==> src/rtl/ram_port_arbiter_pkg.sv <==
// Shared definitions for the two-requester RAM port arbiter: FSM encoding
// and default geometry.
package ram_port_arbiter_pkg;

  typedef enum logic [1:0] {
    IDLE = 2'd0,
    OWN0 = 2'd1,
    OWN1 = 2'd2
  } arb_state_e;

  localparam int SIZE_DEFAULT      = 14;
  localparam int DATA_W            = 32;
  localparam int BURST_MAX_DEFAULT = 4;

endpackage

==> src/rtl/ram_port_arbiter.sv <==
// Arbitrates a CPU port and a loader/debug port onto one single-port block RAM,
// bounding the burst length of the owner while the other requester waits.
module ram_port_arbiter
  import ram_port_arbiter_pkg::*;
#(
  parameter int SIZE      = SIZE_DEFAULT,
  parameter int BURST_MAX = BURST_MAX_DEFAULT
) (
  input  logic              clk,
  input  logic              rst,
  input  logic              req0,
  input  logic              req1,
  input  logic              we0,
  input  logic              we1,
  input  logic [SIZE-1:0]   addr0,
  input  logic [SIZE-1:0]   addr1,
  input  logic [DATA_W-1:0] wdata0,
  input  logic [DATA_W-1:0] wdata1,
  output logic              gnt0,
  output logic              gnt1,
  output logic              rvalid0,
  output logic              rvalid1,
  output logic [DATA_W-1:0] rdata0,
  output logic [DATA_W-1:0] rdata1,
  output logic              ram_we,
  output logic [SIZE-1:0]   ram_addr,
  output logic [DATA_W-1:0] ram_wdata,
  input  logic [DATA_W-1:0] ram_rdata
);

  localparam int CNT_W = (BURST_MAX < 1) ? 1 : $clog2(BURST_MAX + 1);
  localparam logic [CNT_W-1:0] CNT_MAX = CNT_W'(BURST_MAX);

  arb_state_e       state_q, state_d;
  logic [CNT_W-1:0] cnt_q, cnt_d;
  logic             lsp_q, lsp_d;
  logic             rvalid0_q, rvalid0_d;
  logic             rvalid1_q, rvalid1_d;

  // Grant selection; an exhausted burst yields to a waiting requester.
  always_comb begin
    gnt0 = 1'b0;
    gnt1 = 1'b0;
    case (state_q)
      OWN0: begin
        if (req0 && !(req1 && cnt_q == CNT_MAX)) gnt0 = 1'b1;
        else                                      gnt1 = req1;
      end
      OWN1: begin
        if (req1 && !(req0 && cnt_q == CNT_MAX)) gnt1 = 1'b1;
        else                                      gnt0 = req0;
      end
      default: begin
        if (req0 && req1) begin
          gnt0 = lsp_q;
          gnt1 = !lsp_q;
        end else begin
          gnt0 = req0;
          gnt1 = req1;
        end
      end
    endcase
    if (rst) begin
      gnt0 = 1'b0;
      gnt1 = 1'b0;
    end
  end

  always_comb begin
    state_d = IDLE;
    cnt_d   = '0;
    lsp_d   = lsp_q;
    if (gnt0) begin
      state_d = OWN0;
      lsp_d   = 1'b0;
      cnt_d   = (state_q != OWN0) ? CNT_W'(1) :
                (cnt_q == CNT_MAX) ? cnt_q : cnt_q + 1'b1;
    end else if (gnt1) begin
      state_d = OWN1;
      lsp_d   = 1'b1;
      cnt_d   = (state_q != OWN1) ? CNT_W'(1) :
                (cnt_q == CNT_MAX) ? cnt_q : cnt_q + 1'b1;
    end
    rvalid0_d = gnt0 & ~we0;
    rvalid1_d = gnt1 & ~we1;
  end

  always_ff @(posedge clk) begin
    if (rst) begin
      state_q   <= IDLE;
      cnt_q     <= '0;
      lsp_q     <= 1'b1;
      rvalid0_q <= 1'b0;
      rvalid1_q <= 1'b0;
    end else begin
      state_q   <= state_d;
      cnt_q     <= cnt_d;
      lsp_q     <= lsp_d;
      rvalid0_q <= rvalid0_d;
      rvalid1_q <= rvalid1_d;
    end
  end

  // Masking with rst drops a read that is still in flight when reset arrives.
  assign rvalid0   = rvalid0_q & ~rst;
  assign rvalid1   = rvalid1_q & ~rst;
  assign rdata0    = ram_rdata;
  assign rdata1    = ram_rdata;
  assign ram_we    = (gnt0 & we0) | (gnt1 & we1);
  assign ram_addr  = gnt1 ? addr1  : addr0;
  assign ram_wdata = gnt1 ? wdata1 : wdata0;

endmodule

==> config.mk <==
export PLATFORM = sky130hd
export DESIGN_NAME = ram_port_arbiter
export DESIGN_NICKNAME = d
export VERILOG_FILES = /design/src/rtl/ram_port_arbiter_pkg.sv /design/src/rtl/ram_port_arbiter.sv
export SDC_FILE = /design/constraint.sdc
export NUM_CORES = 1
export LEC_CHECK = 0
export ABC_AREA = 1
export BUFFER_PORTS_ARGS = -buffer_cell sky130_fd_sc_hd__buf_2
export CAP_MARGIN = 20
export CORE_AREA = 5 5 91 93
export CTS_CLUSTER_SIZE = 25
export DETAILED_ROUTE_END_ITERATION = 7
export DIE_AREA = 0 0 96 98
export PLACE_DENSITY = 0.67
export SLEW_MARGIN = 0
export SYNTH_ARGS = -nofsm -noshare
export SYNTH_HDL_FRONTEND = slang
export SYNTH_SLANG_ARGS = --single-unit
==> constraint.sdc <==
create_clock -name clk -period 2.2 [get_ports clk]
set_input_delay 0.44 -clock clk [delete_from_list [all_inputs] [get_ports clk]]
set_output_delay 0.44 -clock clk [all_outputs]
set_load 0.02 [all_outputs]
==> impl_metrics.yaml <==
route:
  drc: 0
  firstDrtPassIters: 4
  dr_total_vias: 1999
  routed_wl_mm: 6.05
  viasPerCell: 4.14
  drt_iter0_markers: 53
  final_antenna_net_count: 0
  post_drt_wl_per_cell_um: 12.5
layout:
  drive_above_1_share_pct: 55.6
  fill_cells: 826
  nets: 517
  syn_to_final_growth_pct: 63.2
  diodes: 0
  final_cell_mix: "nand2_1 (124), buf_2 (104), buf_6 (42), nand2_2 (26), inv_1 (15)"
  mostFrequentLayoutCell: "nand2_1"
setup_path:
  cp.required_ps: 1760
  arrival_ps: 1760
  start_kind: "flip-flop"
  endpoint_kind: "primary output"
  crit_fanout: 11
  worstSetupPathType: "reg2out"
grt:
  grt_pass1_vias: 1766
  grt_pass1_wl_mm: 8.17
  grt_usage_pct: 10.7
  grt_max_degree: 29
  grt_overflow_total: 0
  antenna_found_initial: 0
pwr:
  leakage_nw: 1.55
  pwr-share-comb_pct: 89.2
  ir_drop_uv: 412
  p_total_mw: 3.74
  power_frac_seq_pct: 6.0
  clkPwrFrac_pct: 4.8
  swShare_pct: 51.0
  powerDensity_mw_per_mm2: 1450
  p_switching_mw: 1.91
  power.internal_mw: 1.83
clock_tree:
  cts_made_buffers: 3
  cts_tree: "built"
  clock_latency_ps: 230
  clkSinkCount: 8
  clock_path_buffers: 2
  h-tree-depth: 1
  clk_pin_slew_ps: 40
  cts_root_buf: "clkbuf_8"
  hold_buffers: 0
synthesis:
  yosys-top-cells-area: "nand2_1 (38%), buf_4 (32%), dfxtp_1 (10%)"
  synth.top_cell.area_share_pct: 37.9
  ys_warn_count: 0
  synth_top_cell_by_area: "nand2_1"
  avgSynthCellArea_sq_um: 5.40
  ys_ff_latch: 8
  yosysSeqAreaShare_pct: 10.1
  synth_cell_types: 17
  netlist_instances: 294
  synth_fp_nets: 428
  syn_area_sq_mm: 0.00159
place:
  place.port_buffers: 148
  gp_congestion: 0.935
  place_ws_ps: 98.6
  hpwlAfterDp_mm: 4.45
sta:
  post-route-period-util_pct: 100
  slew_viol_final: 0
  relSlewSlack_pct: 86.5
  fin_crit_ps: 2200
  finalWorstSetupSlack_ps: -2.50
  setup_viol: 2
  worstMarginPinSlew_ps: 202
  final_hold_viol_count: 0
  max_freq_mhz: 454
  rsz0062_at_grt: "yes"
  finalClockSkew_ps: 5.87
floorplan:
  ios: 245
  coreArea_sq_mm: 0.00745
  rows: 32
  die_h_um: 98
  dieWidth_um: 96
  initial_core_util_pct: 21.3
  dieArea_sq_mm: 0.00941
run:
  max_cap_violations: 0
hold_path:
  hold_class: "in2reg"
outcome:
  violations: "setup timing"
  status: "finished, violations left"
critical path, stage by stage (launching register included):
cell       delay [ps]
dfxtp_1           330
inv_1              70
ha_4              280
nand3_2           140
nand3_4           190
clkinv_8          100
clkbuf_16         180
nand2_1            60
nand2_1            60
buf_6             130
cell usage after synthesis:
cell type and n:
o21ai_0 3, buf_2 5, ha_1 4, nand4_1 2, nand2_1 160, inv_1 17
buf_6 2, nand3_1 8, nor2_2 1, or2_2 1, nand3_2 2, inv_2 2
dfxtp_1 8, xor2_1 1, nand3b_1 1, buf_4 67, nor2_1 10
through the flow:
stage | instances | TNS [ps] | area [sq um] | utilization, % | hold WS [ps]
global placement | 475 | 0 | 1980 | 26.6 | 563
global route | 483 | -4410 | 2590 | 34.8 | 378
CTS | 480 | -10.1 | 2220 | 29.8 | 372
floorplan | 294 | 0 | 1590 | - | 496
detailed placement | 475 | 0 | 1980 | 26.6 | 576
finish | 483 | -3.63 | 2590 | 34.8 | 380
area by class of cell:
class                      instances  area [sq um]  area share [%]
inverter                          19          83.8            3.24
multi-input combinational        193           990            38.2
sequential                         8           163            6.28
timing repair buffer             158          1180            45.7
tap                              102           128            4.93
clock buffer                       3          41.3            1.59
state kept, by name, indices dropped and copies added (netlist names):
signal,count
rvalid1_q,1
state_q,2
cnt_q,3
lsp_q,1
rvalid0_q,1
repair_timing:
| item | 4_1_cts | 5_1_grt |
|---|---|---|
| resized for setup | 57 | 93 |
| setup endpoints to repair | 47 | 48 |
| setup buffers | 1 | 1 |
| pin swaps | 0 | 6 |
| cloned | 1 | 2 |
power groups by stage:
stage | clock, mW | combinational, mW | sequential [mW]
floorplan | 0 | 1.71 | 0.214
global placement | 0 | 2.26 | 0.217
detailed placement | 0 | 2.29 | 0.220
CTS | 0.182 | 2.73 | 0.223
global route | 0.190 | 3.60 | 0.230
finish | 0.179 | 3.34 | 0.224
kinds of logic after synthesis:
logic type | share of synthesized area, %
AOI/OAI and AO/OA | 0.946
DFF | 10.1
adders and majority gates | 3.15
and+or+nand+nor | 46.1
xor gates and xnor gates | 0.552
buffers and inverters | 39.2
worst paths after layout:
path                                        endpoint  slack (ps)  cells after the start                  start
worst min register to register    lsp_q$_SDFFE_PP1P_         570                      4     lsp_q$_SDFFE_PP1P_
worst min-delay path            rvalid0_q$_SDFF_PP0_         380                      2                    we0
worst max-delay path                    ram_addr[12]          -2                      9  state_q[0]$_SDFF_PP0_
worst max register to register   cnt_q[0]$_SDFF_PP0_         630                     12    cnt_q[0]$_SDFF_PP0_
metal layers:
layer / up-vias / global-route usage, % / part of all wire (%)
met4: 0 / 4.05 / 2.8
met2: 118 / 18.3 / 51
li1: 987 / - / -
met3: 25 / 3.16 / 11
met1: 869 / 12.2 / 35
met5: - / 0 / 0
No activity file was read; power rests on OpenSTA's default activity.
